[src/rtl/ndma_pkg.sv]
// Shared types and widths for the NanoDMA read-side blocks.
//   read_state_t : burst read manager FSM states
//   OBI_AW/OBI_DW: default OBI address / data widths
package ndma_pkg;

  typedef enum logic [1:0] {
    IDLE  = 2'd0,
    ISSUE = 2'd1,
    DRAIN = 2'd2
  } read_state_t;

  localparam int OBI_AW = 32;
  localparam int OBI_DW = 32;

endpackage

[src/rtl/ndma_fifo.sv]
// Synchronous first-word-fall-through FIFO for OBI read data.
//   clk/rst   : clock, synchronous active-high reset (empties the FIFO)
//   push/push_data : write side; push while full is only legal together with a pop
//   pop       : consumer takes the head word (ignored when empty)
//   pop_data  : head word, valid whenever 'valid' is high
//   valid     : FIFO not empty
//   count     : current occupancy (0..DEPTH)
module ndma_fifo #(
  parameter int DW    = 32,
  parameter int DEPTH = 4
) (
  input  logic                       clk,
  input  logic                       rst,
  input  logic                       push,
  input  logic [DW-1:0]              push_data,
  input  logic                       pop,
  output logic [DW-1:0]              pop_data,
  output logic                       valid,
  output logic [$clog2(DEPTH+1)-1:0] count
);

  localparam int PW = (DEPTH > 1) ? $clog2(DEPTH) : 1;
  localparam int CW = $clog2(DEPTH+1);

  logic [DW-1:0] mem [DEPTH];
  logic [PW-1:0] wr_ptr, rd_ptr;
  logic          full, pop_ok, push_ok;

  // Pointers wrap at DEPTH explicitly so the index never leaves the array.
  function automatic logic [PW-1:0] ptr_inc(input logic [PW-1:0] p);
    return (p == PW'(DEPTH-1)) ? '0 : p + PW'(1);
  endfunction

  assign full     = (count == CW'(DEPTH));
  assign valid    = (count != '0);
  assign pop_ok   = pop && valid;
  // A push into a full FIFO is honoured only when a pop frees the slot this cycle.
  assign push_ok  = push && (!full || pop_ok);
  assign pop_data = mem[rd_ptr];

  always_ff @(posedge clk) begin
    if (rst) begin
      wr_ptr <= '0;
      rd_ptr <= '0;
      count  <= '0;
    end else begin
      if (push_ok) wr_ptr <= ptr_inc(wr_ptr);
      if (pop_ok)  rd_ptr <= ptr_inc(rd_ptr);
      case ({push_ok, pop_ok})
        2'b10:   count <= count + CW'(1);
        2'b01:   count <= count - CW'(1);
        default: count <= count;
      endcase
    end
  end

  // Storage needs no reset; overflow means the upstream credit logic is broken.
  always_ff @(posedge clk) begin
    if (push_ok) mem[wr_ptr] <= push_data;
    if (!rst) assert (!(push && full && !pop_ok));
  end

endmodule

[src/rtl/ndma_burst_read_mgr.sv]
// OBI burst read manager for NanoDMA.
// Accepts a (start address, word count) command, issues sequential word reads
// on OBI with at most MAX_OUTST requests in flight, and streams the returned
// words out through a FWFT FIFO.
//   clk_i, rst_i            : clock, synchronous active-high reset
//   cmd_valid/ready/addr/len: burst command handshake (len 0 is legal)
//   obi_req/gnt/addr/we/be  : OBI address phase (read-only, full byte enables)
//   obi_rvalid/rdata/err    : OBI response phase
//   rd_valid/ready/data     : read-data stream (FIFO head)
//   done_o                  : one-cycle pulse after the last response of a burst
//   err_o                   : sticky error for the current/last burst
module ndma_burst_read_mgr
  import ndma_pkg::*;
#(
  parameter int AW         = OBI_AW,
  parameter int DW         = OBI_DW,
  parameter int LEN_W      = 16,
  parameter int MAX_OUTST  = 2,
  parameter int FIFO_DEPTH = 4
) (
  input  logic             clk_i,
  input  logic             rst_i,
  input  logic             cmd_valid_i,
  output logic             cmd_ready_o,
  input  logic [AW-1:0]    cmd_addr_i,
  input  logic [LEN_W-1:0] cmd_len_i,
  output logic             obi_req_o,
  input  logic             obi_gnt_i,
  output logic [AW-1:0]    obi_addr_o,
  output logic             obi_we_o,
  output logic [DW/8-1:0]  obi_be_o,
  input  logic             obi_rvalid_i,
  input  logic [DW-1:0]    obi_rdata_i,
  input  logic             obi_err_i,
  output logic             rd_valid_o,
  input  logic             rd_ready_i,
  output logic [DW-1:0]    rd_data_o,
  output logic             done_o,
  output logic             err_o
);

  localparam int OW  = $clog2(MAX_OUTST+1);
  localparam int FCW = $clog2(FIFO_DEPTH+1);
  localparam int SW  = $clog2(MAX_OUTST+FIFO_DEPTH+1);

  read_state_t      state;
  logic [AW-1:0]    addr;
  logic [LEN_W-1:0] remaining;
  logic [OW-1:0]    outst;
  logic [FCW-1:0]   fifo_count;
  logic             gnt_acc, rsp_acc, credit_ok;

  // Words in flight plus words already buffered must leave room for one more.
  assign credit_ok = (SW'(outst) + SW'(fifo_count)) < SW'(FIFO_DEPTH);

  // Request is a pure function of registered state. While it waits for a
  // grant nothing can revoke it: remaining is unchanged, and a response only
  // moves a credit from outst to the FIFO while a pop only frees one.
  assign obi_req_o   = (state == ISSUE) && (remaining != '0) &&
                       (outst < OW'(MAX_OUTST)) && credit_ok;
  assign obi_addr_o  = addr;
  assign obi_we_o    = 1'b0;
  assign obi_be_o    = '1;
  assign cmd_ready_o = (state == IDLE);

  assign gnt_acc = obi_req_o && obi_gnt_i;
  // Responses with nothing outstanding (e.g. after a mid-burst reset) are dropped.
  assign rsp_acc = obi_rvalid_i && (outst != '0);

  always_ff @(posedge clk_i) begin
    if (rst_i) begin
      state     <= IDLE;
      addr      <= '0;
      remaining <= '0;
      outst     <= '0;
      done_o    <= 1'b0;
      err_o     <= 1'b0;
    end else begin
      done_o <= 1'b0;

      case ({gnt_acc, rsp_acc})
        2'b10:   outst <= outst + OW'(1);
        2'b01:   outst <= outst - OW'(1);
        default: outst <= outst;
      endcase

      if (rsp_acc && obi_err_i) err_o <= 1'b1;

      case (state)
        IDLE: begin
          if (cmd_valid_i) begin
            addr      <= cmd_addr_i;
            remaining <= cmd_len_i;
            err_o     <= 1'b0;
            if (cmd_len_i == '0) done_o <= 1'b1;
            else                 state  <= ISSUE;
          end
        end
        ISSUE: begin
          if (gnt_acc) begin
            addr      <= addr + AW'(DW/8);
            remaining <= remaining - LEN_W'(1);
            if (remaining == LEN_W'(1)) state <= DRAIN;
          end
        end
        DRAIN: begin
          // No grants here, so the final response takes outst from 1 to 0.
          if (rsp_acc && (outst == OW'(1))) begin
            done_o <= 1'b1;
            state  <= IDLE;
          end
        end
        default: state <= IDLE;
      endcase
    end
  end

  ndma_fifo #(
    .DW    (DW),
    .DEPTH (FIFO_DEPTH)
  ) u_fifo (
    .clk       (clk_i),
    .rst       (rst_i),
    .push      (rsp_acc),
    .push_data (obi_rdata_i),
    .pop       (rd_ready_i),
    .pop_data  (rd_data_o),
    .valid     (rd_valid_o),
    .count     (fifo_count)
  );

endmodule

[config.mk]
export PLATFORM = sky130hd
export DESIGN_NAME = ndma_burst_read_mgr
export DESIGN_NICKNAME = d
export VERILOG_FILES = /design/src/rtl/ndma_pkg.sv /design/src/rtl/ndma_fifo.sv /design/src/rtl/ndma_burst_read_mgr.sv
export SDC_FILE = /design/constraint.sdc
export NUM_CORES = 1
export LEC_CHECK = 0
export ABC_AREA = 1
export ABC_CLOCK_PERIOD_IN_PS = 3970
export BUFFER_PORTS_ARGS = -buffer_cell sky130_fd_sc_hd__buf_4
export CORE_MARGIN = 2
export CORE_UTILIZATION = 56
export DETAILED_ROUTE_END_ITERATION = 10
export PLACE_DENSITY = 0.8
export SETUP_SLACK_MARGIN = 0.15
export SLEW_MARGIN = 0
export SYNTH_ARGS = -nofsm -noshare
export SYNTH_HDL_FRONTEND = slang
export SYNTH_SLANG_ARGS = --single-unit
[constraint.sdc]
create_clock -name clk_i -period 3.97 [get_ports clk_i]
set_input_delay 0.794 -clock clk_i [delete_from_list [all_inputs] [get_ports clk_i]]
set_output_delay 0.794 -clock clk_i [all_outputs]
set_load 0.02 [all_outputs]
==> flow_summary.ini <==
[critical_path]
crit_top_cell = buf_4
worstPathArrival_ns = 2.61
crit_chain = clkinv_1 -> buf_4 -> o21ai_0 -> o22ai_1 -> buf_4
end_kind = primary output
cp_slowest_cell = clkinv_1
cpPeakStageDelay_ns = 0.83
crit_required_ns = 3.18
crit_fanout = 43
cp-start-kind = flip-flop
critical_path_class = flip-flop to primary output

[pwr]
p_seq_frac = 0.367
swShare = 0.396
p_int_mw = 4.43
p_leak_nw = 4.49
p_per_area_mw_per_mm2 = 661
pwr-share-clk = 0.240
p_switching_mw = 2.90
power.share.combinational = 0.393
ir_drop_v = 0.000381

[finish]
syn2layout_area_growth_pct = 20.7
stdcell_count = 1452
finalInstanceArea_mm2 = 0.0111
diodes = 0
multi_input_area_mm2 = 0.00355
drive_gt1_frac = 0.182
regArea_mm2 = 0.00511
final_nets = 1323
n_fill_cell = 1262

[timing]
grt_setup_unrepaired = false
setup_viol_count_final = 0
fmax_mhz = 294
tightest_slew_ns = 1.10
maxSlewViolCount = 0
fin_crit_ns = 3.40
fin_tns_setup_ns = 0
relSlewSlack = 0.264
finalCritPeriodShare = 0.858
fin_skew_ns = 0.0103
hold_viol = 0

[floorplanning]
die_area_mm2 = 0.0174
start_util = 0.576
die_w_um = 132
rows = 46
ios = 161
core_area_mm2 = 0.0159
die_height_um = 132

[drt]
via_count = 7899
drtPass1Iterations = 5
drt_iter0_drc = 638
wire_per_inst_um = 15.5
route.met2.wl_mm = 11.3
routed-wl-met3_mm = 1.49
vias_per_cell = 5.44
drc = 0
ant_nets = 0
wl_met1_mm = 9.38
routed_wl_mm = 22.6
top_layer = met4

[cts]
cts_setup_buffers = 0
clk_latency_ns = 0.43
cts_hold_buf = 0
root_buffer = clkbuf_16
path_clk_slew_ns = 0.07
cts_buffers = 17
cts_sinks = 191
cts_resized = 0
cts_tree = built
htreeDepth = 4
cts.path.max_buffers = 2

[yosys]
synthXorXnorAreaFrac = 0.00477
synth.distinct_cells = 38
ys_seq_area_frac = 0.556
syn_area_mm2 = 0.00919
muxShareOfSynthArea = 0
synth_top_family_by_area = simple AND/OR/NAND/NOR gates
synthAdderAreaFrac = 0.0185
synth.largest_area_cell = edfxtp_1
syn-instance-count = 1086
synth_simple_gate_area_frac = 0.241
netlist_top_cells_area = edfxtp_1 (42%), dfxtp_1 (14%), nand2_1 (10%)
synth-seq-cells = 191
synth_top_area_frac = 0.418
syn_area_per_cell_um2 = 8.46
synth-compound-area-share = 0.119
ys.warnings.count = 0

[global_route]
grt_pass1_vias = 7514
grt_max_degree = 65
overflow = 0
antenna_found_initial = 0
grt_usage = 0.261
grt_pass1_wl_mm = 36.6

[flow_run]
cap_violations = 0

[place]
gp_congestion = 0.949
place_area_mm2 = 0.0105
io_buffer_count = 155
placed_cells = 1420
dp_hpwl_mm = 14.8

[worst_hold_path]
hold_path_class = flip-flop to flip-flop

[outcome]
status = finished, final reports clean
-- area by class of cell --
type | instances | share of cell area
clock buffers | 17 | 0.0384
clock inverters | 15 | 0.0170
inverters | 77 | 0.0261
multi-input cells | 769 | 0.320
flip-flops and latches | 191 | 0.461
well taps | 216 | 0.0244
repair buffers | 167 | 0.113
-- power by group through the flow --
stage               registers [mW]  logic [mW]  clock network [mW]
floorplan                     2.76        1.82                   0
global placement              2.72        2.79                   0
detailed placement            2.73        2.87                   0
CTS                           2.69        2.88                1.77
global route                  2.73        3.18                1.86
finish                        2.69        2.88                1.76
-- worst max-delay path, delay by kind of cell, from the launching register on --
kind	cells	cell delay, ns
AOI/OAI and AO/OA	2	0.31
buffers and inverters	3	1.54
DFF	1	0.33
-- routing by layer --
layer | global-route usage | vias up
met2 | 0.457 | 281
met3 | 0.0404 | 26
met1 | 0.334 | 3702
met5 | 0 | -
met4 | 0.0845 | 0
li1 | - | 3890
-- final timing paths --
check	start	slack, ns	endpoint	cells after the start
worst max-delay path	flip-flop	0.57	rd_data_o[26]	5
worst min-delay path	remaining[1]$_SDFFE_PP0P_	0.49	remaining[1]$_SDFFE_PP0P_	2
worst max register to register	remaining[0]$_SDFFE_PP0P_	1.44	obi_addr_o[16]$_SDFFE_PP0P_	10
worst min register to register	remaining[1]$_SDFFE_PP0P_	0.49	remaining[1]$_SDFFE_PP0P_	2
-- synth_stat cells --
library cell  count
a211oi_1          2
a21oi_1          55
a21oi_2           4
a22oi_1           1
a31oi_1           4
and2_1            2
buf_1             3
buf_2             9
buf_4             7
buf_6             4
clkbuf_1         29
clkinv_1          1
conb_1            2
dfxtp_1          63
edfxtp_1        128
fa_1              1
ha_1             12
inv_1            74
inv_2             2
nand2_1         245
nand2_2           5
nand2_4           2
nand3_1          66
nand3_2           1
nand4_1           3
nor2_1          211
nor2_2            2
nor2_4            3
nor3_1            2
o211a_1           1
o21a_1            1
o21ai_0          93
o21bai_1          3
o22ai_1          35
o31ai_1           2
or2_2             3
xnor2_1           1
xor2_1            4
-- metrics by stage --
stage / total power, mW / setup slack (ns) / utilization / hold WS [ns]
after floorplan: 4.59 / 0.902 / - / 0.453
final: 7.33 / 0.565 / 0.695 / 0.486
after CTS: 7.34 / 0.515 / 0.695 / 0.489
after global placement: 5.50 / 1.08 / 0.657 / 0.461
after detailed placement: 5.59 / 0.975 / 0.657 / 0.480
after global routing: 7.77 / 0.245 / 0.695 / 0.501
-- state kept, by name (all words and copies together), names as in the netlist, named ones only --
| signal | flops |
|---|---|
| u_fifo.wr_ptr | 2 |
| remaining | 16 |
| err_o | 1 |
| obi_addr_o | 32 |
| u_fifo.count | 3 |
| done_o | 1 |
| state | 2 |
| u_fifo.rd_ptr | 2 |
| outst | 2 |
| u_fifo.mem | 128 |
-- logic make-up after synthesis --
kind of cell    Yosys count
xor+xnor                  5
fa+ha+maj                13
compound gates          201
other cells               2
simple gates            545
buf+inv                 129
flops                   191
-- cell usage in the layout (no fill, tap or decap), types with 6 or more instances in the layout --
| master | n |
|---|---|
| a21oi_1 | 55 |
| nand3_1 | 66 |
| nor2_1 | 207 |
| o21ai_0 | 93 |
| nor2_2 | 6 |
| buf_4 | 167 |
| inv_1 | 74 |
| nand2_1 | 245 |
| o22ai_1 | 35 |
| clkbuf_16 | 17 |
| dfxtp_1 | 62 |
| edfxtp_1 | 128 |
| ha_1 | 12 |
(Power assumes the default switching activity.)
